`src/rtl/calc_pkg.sv`:
```
// Shared keypad, operator, display and state definitions for the calculator front end.
package calc_pkg;

  localparam logic [4:0] KEY_NONE = 5'h1F;
  localparam logic [4:0] KEY_ADD  = 5'h10;
  localparam logic [4:0] KEY_SUB  = 5'h11;
  localparam logic [4:0] KEY_MUL  = 5'h12;
  localparam logic [4:0] KEY_DIV  = 5'h13;
  localparam logic [4:0] KEY_MOD  = 5'h14;
  localparam logic [4:0] KEY_EQ   = 5'h15;
  localparam logic [4:0] KEY_SIGN = 5'h16;
  localparam logic [4:0] KEY_CLR  = 5'h17;

  typedef enum logic [2:0] {
    OP_ADD = 3'd0,
    OP_SUB = 3'd1,
    OP_MUL = 3'd2,
    OP_DIV = 3'd3,
    OP_MOD = 3'd4
  } op_t;

  localparam logic [31:0] DISP_ERR = 32'h00EE_0000;
  localparam logic [31:0] DISP_ADD = 32'h0010_0000;
  localparam logic [31:0] DISP_SUB = 32'h0020_0000;
  localparam logic [31:0] DISP_MUL = 32'h0030_0000;
  localparam logic [31:0] DISP_DIV = 32'h0040_0000;
  localparam logic [31:0] DISP_MOD = 32'h0050_0000;

  typedef enum logic [2:0] {
    ENTER_A = 3'd0,
    OP_SHOW = 3'd1,
    ENTER_B = 3'd2,
    CALC    = 3'd3,
    RESULT  = 3'd4,
    ERROR   = 3'd5
  } state_t;

  function automatic logic is_digit(input logic [4:0] k);
    return k <= 5'd9;
  endfunction

  function automatic logic is_op(input logic [4:0] k);
    return (k >= KEY_ADD) && (k <= KEY_MOD);
  endfunction

  function automatic logic [31:0] op_disp(input op_t op);
    case (op)
      OP_ADD:  return DISP_ADD;
      OP_SUB:  return DISP_SUB;
      OP_MUL:  return DISP_MUL;
      OP_DIV:  return DISP_DIV;
      default: return DISP_MOD;
    endcase
  endfunction

  function automatic logic [31:0] signed_val(input logic [31:0] mag, input logic neg);
    return neg ? (32'd0 - mag) : mag;
  endfunction

endpackage

```
`src/rtl/key_event_detect.sv`:
```
// Turns the keypad's level-coded eBCD into a single-cycle key event on release-to-press.
module key_event_detect
  import calc_pkg::*;
(
  input  logic       sw_clk,
  input  logic       rst,
  input  logic [4:0] eBCD,
  output logic       key_event,
  output logic [4:0] key_code
);

  logic [4:0] prev_key;

  always_ff @(posedge sw_clk or negedge rst) begin
    if (!rst) prev_key <= KEY_NONE;
    else      prev_key <= eBCD;
  end

  assign key_event = (prev_key == KEY_NONE) && (eBCD != KEY_NONE);
  assign key_code  = eBCD;

endmodule

```
`src/rtl/key_sequencer.sv`:
```
// Keypad entry sequencer: builds signed operands, selects the operator and shows results.
module key_sequencer
  import calc_pkg::*;
#(
  parameter int MAX_DIGITS = 6,
  parameter int CALC_WAIT  = 2
) (
  input  logic        sw_clk,
  input  logic        rst,
  input  logic [4:0]  eBCD,
  input  logic [31:0] result,
  output logic [31:0] operand1,
  output logic [31:0] operand2,
  output logic [2:0]  operator,
  output logic [31:0] fnd_serial
);

  localparam int NDW = $clog2(MAX_DIGITS + 1);
  localparam int CW  = (CALC_WAIT > 1) ? $clog2(CALC_WAIT) : 1;

  logic       key_event;
  logic [4:0] key_code;

  key_event_detect u_key_event_detect (
    .sw_clk    (sw_clk),
    .rst       (rst),
    .eBCD      (eBCD),
    .key_event (key_event),
    .key_code  (key_code)
  );

  state_t         state, state_n;
  logic [31:0]    buffer, buffer_n;
  logic [NDW-1:0] ndig, ndig_n;
  logic           sign_bit, sign_n;
  logic [31:0]    op1_q, op1_n, op2_q, op2_n, fnd_q, fnd_n;
  op_t            opr_q, opr_n;
  logic [CW-1:0]  cnt, cnt_n;

  always_ff @(posedge sw_clk or negedge rst) begin
    if (!rst) begin
      state    <= ENTER_A;
      buffer   <= '0;
      ndig     <= '0;
      sign_bit <= 1'b0;
      op1_q    <= '0;
      op2_q    <= '0;
      opr_q    <= OP_ADD;
      fnd_q    <= '0;
      cnt      <= '0;
    end else begin
      state    <= state_n;
      buffer   <= buffer_n;
      ndig     <= ndig_n;
      sign_bit <= sign_n;
      op1_q    <= op1_n;
      op2_q    <= op2_n;
      opr_q    <= opr_n;
      fnd_q    <= fnd_n;
      cnt      <= cnt_n;
    end
  end

  always_comb begin
    state_n  = state;
    buffer_n = buffer;
    ndig_n   = ndig;
    sign_n   = sign_bit;
    op1_n    = op1_q;
    op2_n    = op2_q;
    opr_n    = opr_q;
    fnd_n    = fnd_q;
    cnt_n    = cnt;

    if (key_event && key_code == KEY_CLR) begin
      state_n  = ENTER_A;
      buffer_n = '0;
      ndig_n   = '0;
      sign_n   = 1'b0;
      op1_n    = '0;
      op2_n    = '0;
      opr_n    = OP_ADD;
      fnd_n    = '0;
      cnt_n    = '0;
    end else begin
      case (state)
        ENTER_A, ENTER_B: if (key_event) begin
          if (is_digit(key_code)) begin
            // Leading zeros leave buffer at 0 and must not use up digit slots.
            if (!(buffer == '0 && key_code == 5'd0) && ndig < NDW'(MAX_DIGITS)) begin
              buffer_n = buffer * 32'd10 + {27'd0, key_code};
              ndig_n   = ndig + 1'b1;
            end
            fnd_n = signed_val(buffer_n, sign_bit);
          end else if (key_code == KEY_SIGN) begin
            if (buffer <= 32'd99999) sign_n = ~sign_bit;
            fnd_n = signed_val(buffer, sign_n);
          end else if (is_op(key_code) && state == ENTER_A) begin
            op1_n    = signed_val(buffer, sign_bit);
            opr_n    = op_t'(key_code[2:0]);
            buffer_n = '0;
            ndig_n   = '0;
            sign_n   = 1'b0;
            fnd_n    = op_disp(opr_n);
            state_n  = OP_SHOW;
          end else if (key_code == KEY_EQ && state == ENTER_B) begin
            op2_n   = signed_val(buffer, sign_bit);
            cnt_n   = '0;
            state_n = CALC;
          end
        end
        OP_SHOW: if (key_event) begin
          if (is_op(key_code)) begin
            opr_n = op_t'(key_code[2:0]);
            fnd_n = op_disp(opr_n);
          end else if (is_digit(key_code)) begin
            buffer_n = {27'd0, key_code};
            ndig_n   = (key_code != 5'd0) ? NDW'(1) : '0;
            sign_n   = 1'b0;
            fnd_n    = {27'd0, key_code};
            state_n  = ENTER_B;
          end
        end
        CALC: begin
          if (cnt == CW'(CALC_WAIT - 1)) begin
            fnd_n   = result;
            cnt_n   = '0;
            state_n = (result == DISP_ERR) ? ERROR : RESULT;
          end else begin
            cnt_n = cnt + 1'b1;
          end
        end
        RESULT: if (key_event) begin
          // fnd_q still holds the captured result while in RESULT.
          if (is_op(key_code)) begin
            op1_n    = fnd_q;
            opr_n    = op_t'(key_code[2:0]);
            buffer_n = '0;
            ndig_n   = '0;
            sign_n   = 1'b0;
            fnd_n    = op_disp(opr_n);
            state_n  = OP_SHOW;
          end else if (is_digit(key_code)) begin
            buffer_n = {27'd0, key_code};
            ndig_n   = (key_code != 5'd0) ? NDW'(1) : '0;
            sign_n   = 1'b0;
            fnd_n    = {27'd0, key_code};
            state_n  = ENTER_A;
          end
        end
        ERROR:   ;
        default: state_n = ENTER_A;
      endcase
    end
  end

  assign operand1   = op1_q;
  assign operand2   = op2_q;
  assign operator   = opr_q;
  assign fnd_serial = fnd_q;

endmodule

```
`config.mk`:
```
export PLATFORM = sky130hd
export DESIGN_NAME = key_sequencer
export DESIGN_NICKNAME = d
export VERILOG_FILES = /design/src/rtl/calc_pkg.sv /design/src/rtl/key_event_detect.sv /design/src/rtl/key_sequencer.sv
export SDC_FILE = /design/constraint.sdc
export NUM_CORES = 1
export LEC_CHECK = 0
export ABC_AREA = 1
export CORE_MARGIN = 8
export CORE_UTILIZATION = 50
export DETAILED_ROUTE_END_ITERATION = 6
export DONT_BUFFER_PORTS = 1
export PLACE_DENSITY = 0.72
export SYNTH_ARGS = -nofsm -noshare
export SYNTH_HDL_FRONTEND = slang
export SYNTH_SLANG_ARGS = --single-unit
```
`constraint.sdc`:
```
create_clock -name sw_clk -period 5.3 [get_ports sw_clk]
set_clock_uncertainty 0.2 [all_clocks]
set_input_delay 1.06 -clock sw_clk [delete_from_list [all_inputs] [get_ports sw_clk]]
set_output_delay 1.06 -clock sw_clk [all_outputs]
set_load 0.03 [all_outputs]
```
==> Implementation_results.wiki <==
{| class="wikitable"
! Metric !! Value
|-
| Outcome || complete, no violations
|-
| Setup Crit Path Kind || reg -> reg
|-
| Setup fix buffers added after clock tree synthesis || 0
|-
| Proportion of synthesized flip-flops having asynchronous set or reset || 1.00
|-
| Number of unique standard cell types used by synthesis || 56
|-
| Routed wire length per instance || just under 20 um
|-
| Top library cells by usage in the layout, fill and taps aside || 628 x sky130_fd_sc_hd__nand2_1, 218 x sky130_fd_sc_hd__inv_1, 174 x sky130_fd_sc_hd__nand3_1
|-
| LEAKAGE || around 7 nW
|-
| Antenna Violating Nets Remaining || 0
|-
| Ordered cell list for the critical path || ha_1 -> ha_1 -> fa_1 -> xor2_1 -> nand3_1 -> nor2_2 -> nand3_1 -> nor2_1 -> nand3_1 -> nor2_1 -> nand3_1 -> nand3_1 -> nand2_1 -> inv_1 -> nand3_1 -> nor2_4 -> nand2_1 -> nand3_1 -> nand3_1 -> nand2_1 -> nand2_1 -> nand2_1 -> nand2_1
|-
| Synth-to-layout area growth || 6.21%
|-
| Library cell used as clock root buffer || sky130_fd_sc_hd__clkbuf_16
|-
| Number of buffers created by CTS || 17
|-
| Routability-driven placement congestion ratio || between 0.9 and 1
|-
| Min-Delay Path Class || in -> async
|-
| Worst path arrival time || approximately 4.8 ns
|-
| Yosys synthesis warning count || 0
|-
| Total of flip-flops plus latches after synthesis || approximately 140
|-
| Residual DRC || 0
|-
| Horizontal die dimension || about 180 um
|-
| Antenna diode count || 0
|-
| Kind of launch point of the worst setup path || flop
|-
| Count of instances resized after the clock tree is built || 0
|-
| Slowest-stage cell, CP || sky130_fd_sc_hd__fa_1
|-
| Period Utilization, post-route || 0.877
|-
| First-pass GRT wire length || between 70,000 and 80,000 um
|-
| Number of pins with negative max-slew slack in the final report || 0
|-
| Number of global-route vias before repair || 13,433
|-
| I/O pin total || 138
|-
| Transition time at the pin with the least slew margin || roughly 1.1 ns
|-
| Switching power share of the total || 0.587
|-
| Top area cells in the synthesized netlist || sky130_fd_sc_hd__dfrtp_1 26%, sky130_fd_sc_hd__nand2_1 18%, sky130_fd_sc_hd__nand3_1 6.6%, sky130_fd_sc_hd__inv_1 6.2%, sky130_fd_sc_hd__o21ai_0 6.2%
|-
| Max-capacitance violation count || 0
|-
| Buf/Inv on CP || 1
|-
| Largest net degree at the start of global routing || between 100 and 150
|-
| Sequential fraction of design power || 0.247
|-
| Part of the power in the clock network || 0.133
|-
| CTS H-Tree Depth || 4
|-
| Most frequent CP cell || sky130_fd_sc_hd__nand3_1
|-
| Syn_nets || about 2,200
|-
| Setup repair after global routing missed its margin || false
|-
| Highest ir drop seen on vdd || 376 uV
|-
| Hold Violations, Final || 0
|-
| Share of power burned in combinational logic || 0.621
|-
| Post-Synthesis Cells || 2,078
|-
| Die Y || between 150 and 200 um
|-
| Clock tree from TritonCTS || built
|-
| Clock insertion delay at the later pin of the skew report || around 0.44 ns
|-
| Number of buffer cells added on primary ports || 0
|-
| Sinks on the clock net || 144
|-
| Int Pwr || 3.77 mW
|-
| Row count || slightly below 60
|-
| FMAX || 215 MHz
|-
| Register clock-pin slew on the reported worst setup and hold paths || approximately 0.07 ns
|-
| Leading cell type in the layout, fill and taps excluded || sky130_fd_sc_hd__nand2_1
|-
| GRT Util Overall || 0.289
|-
| Area of the die || about 32,000 um2
|-
| Post-synthesis instance area || roughly 13,000 um2
|-
| Filler cell count || between 2,000 and 3,000
|-
| Flip-flop cell with the highest count after synthesis || sky130_fd_sc_hd__dfrtp_1
|-
| DR vias/cell || 5.97
|-
| TNS Setup || 0 ns
|-
| GRT Residual Overflow || 0
|-
| Top delay family on crit path || simple AND/OR/NAND/NOR gates
|-
| Post-detailed-placement half-perimeter wirelength || 35,300 um
|-
| Drt first-iter violations || approximately 1,300
|-
| Max clock buf depth || 2
|-
| Final Setup Violations || 0
|-
| Worst setup EP type || flop
|-
| Switching Power || between 5 and 6 mW
|-
| Final critical delay including setup and external delays || 4.65 ns
|-
| Final net count || about 2,100
|-
| Post-route core utilization || 0.539
|-
| Share of final-layout standard cells stronger than drive strength 1 || 0.0800
|-
| Cell Pwr Density || 652 nW/um2
|-
| Largest fanout on the critical path || 6
|-
| Number of antenna violations at the first check in global routing || 0
|-
| Initial standard-cell utilization of the core || 0.507
|-
| Area share of the largest cell type after synthesis || 0.264
|-
| Slowest stage delay, CP || approximately 0.51 ns
|-
| Post-Synthesis Mean Instance Area || about 6.3 um2
|-
| Count of vias placed by the detailed router || around 14,000
|-
| Synth area leader || sky130_fd_sc_hd__dfrtp_1
|-
| Number of flops mapped to enable cells by yosys || 0
|-
| Share of the yosys chip area belonging to registers || 0.274
|-
| Hold_buf cts || 0
|-
| Number of optimization iterations in the first detailed-route pass || 7
|-
| Crit path required time || between 5 and 6 ns
|-
| WL final || ~46,000 um
|-
| Relative slew margins || 0.279
|-
| Core footprint || 26,000 um2
|}
==> registers in the layout, summed over array words and instances (netlist names) <==
register                     count
buffer                          32
fnd_serial                      32
operand1                        32
operand2                        32
u_key_event_detect.prev_key      5
ndig                             3
operator                         3
state                            3
cnt                              1
sign_bit                         1
==> metal layers <==
layer / part of all wire / vias to the layer above / global-route usage
li1: - / 6803 / -
met1: 0.41 / 6683 / 0.364
met4: 0.045 / 0 / 0.135
met3: 0.076 / 137 / 0.0491
met5: 0 / - / 0
met2: 0.47 / 621 / 0.477
==> worst paths after layout <==
check	start	endpoint	slack [ns]	cells after the start
hold / removal	rst	buffer[17]$_DFFE_PN0P_	0.12	0
max in group asynchronous	rst	sign_bit$_DFFE_PN0P_	4.45	0
setup / recovery	buffer[1]$_DFFE_PN0P_	fnd_serial[25]$_DFFE_PN0P_	0.65	23
hold reg to reg	cnt$_DFFE_PN0P_	cnt$_DFFE_PN0P_	0.31	2
min in group sw_clk	cnt$_DFFE_PN0P_	cnt$_DFFE_PN0P_	0.31	2
setup reg to reg	buffer[1]$_DFFE_PN0P_	fnd_serial[25]$_DFFE_PN0P_	0.65	23
==> worst register-to-register path, stage by stage, from the launching register on <==
cell and delay [ns]:
sky130_fd_sc_hd__dfrtp_1 0.48, sky130_fd_sc_hd__ha_1 0.33, sky130_fd_sc_hd__ha_1 0.26, sky130_fd_sc_hd__fa_1 0.51
sky130_fd_sc_hd__xor2_1 0.32, sky130_fd_sc_hd__nand3_1 0.18, sky130_fd_sc_hd__nor2_2 0.18, sky130_fd_sc_hd__nand3_1 0.11
sky130_fd_sc_hd__nor2_1 0.16, sky130_fd_sc_hd__nand3_1 0.19, sky130_fd_sc_hd__nor2_1 0.23, sky130_fd_sc_hd__nand3_1 0.10
sky130_fd_sc_hd__nand3_1 0.12, sky130_fd_sc_hd__nand2_1 0.13, sky130_fd_sc_hd__inv_1 0.10, sky130_fd_sc_hd__nand3_1 0.12
sky130_fd_sc_hd__nor2_4 0.18, sky130_fd_sc_hd__nand2_1 0.09, sky130_fd_sc_hd__nand3_1 0.07, sky130_fd_sc_hd__nand3_1 0.18
sky130_fd_sc_hd__nand2_1 0.14, sky130_fd_sc_hd__nand2_1 0.05, sky130_fd_sc_hd__nand2_1 0.05, sky130_fd_sc_hd__nand2_1 0.05
==> stage by stage <==
step / cells / hold WS, ns / instance area (um2) / total power, mW / worst slack [ns]
after global routing: 2385 / 0.108 / 14000 / 9.88 / 0.114
after global placement: 2353 / 0.288 / 13400 / 7.74 / 0.815
after detailed placement: 2353 / 0.304 / 13400 / 7.81 / 0.711
after floorplan: 2078 / 0.263 / 13200 / 6.27 / 1.43
after CTS: 2385 / 0.115 / 14000 / 9.04 / 0.682
final: 2385 / 0.122 / 14000 / 9.12 / 0.650
==> power groups by stage <==
stage / sequential [mW] / combinational (mW) / clock, mW
after global routing: 2.28 / 6.34 / 1.26
final: 2.25 / 5.66 / 1.21
after CTS: 2.25 / 5.58 / 1.22
after floorplan: 2.06 / 4.21 / 0
after detailed placement: 2.27 / 5.54 / 0
after global placement: 2.27 / 5.47 / 0
==> layout make-up <==
class	count	area, um2	area share
flip-flops and latches	144	3610	0.258
clock inverters	14	139	0.00992
inverters	251	942	0.0673
well taps	335	419	0.0299
clock buffers	18	439	0.0314
repair buffers	21	158	0.0113
multi-input cells	1602	8290	0.592
==> cells by family (layout without fill, tap and decap cells) <==
group	Yosys count	count (layout)	share of synthesized area
xor gates and xnor gates	35	35	0.0233
AOI/OAI and AO/OA	418	418	0.184
adders and majority gates	64	64	0.0619
and+or+nand+nor	1085	1085	0.358
buffers and inverters	332	304	0.0988
DFF	144	144	0.274
==> cells in the mapped netlist, types with 10 or more instances <==
cell type and number:
sky130_fd_sc_hd__inv_2 29, sky130_fd_sc_hd__dfrtp_1 139, sky130_fd_sc_hd__nor4_1 10, sky130_fd_sc_hd__nand2_1 628, sky130_fd_sc_hd__nand2_2 21, sky130_fd_sc_hd__inv_1 218, sky130_fd_sc_hd__o211ai_1 26, sky130_fd_sc_hd__nor2_4 10
sky130_fd_sc_hd__nor3_1 21, sky130_fd_sc_hd__nor2_2 18, sky130_fd_sc_hd__o22ai_1 36, sky130_fd_sc_hd__a22oi_1 17, sky130_fd_sc_hd__nor2_1 154, sky130_fd_sc_hd__clkbuf_1 54, sky130_fd_sc_hd__buf_2 15, sky130_fd_sc_hd__a21oi_1 97
sky130_fd_sc_hd__o21ai_0 162, sky130_fd_sc_hd__nand4_1 30, sky130_fd_sc_hd__o31ai_1 13, sky130_fd_sc_hd__xor2_1 29, sky130_fd_sc_hd__nand3_1 174, sky130_fd_sc_hd__o21ai_1 25, sky130_fd_sc_hd__ha_1 62
Note: power is estimated with default switching activity, not from simulation.
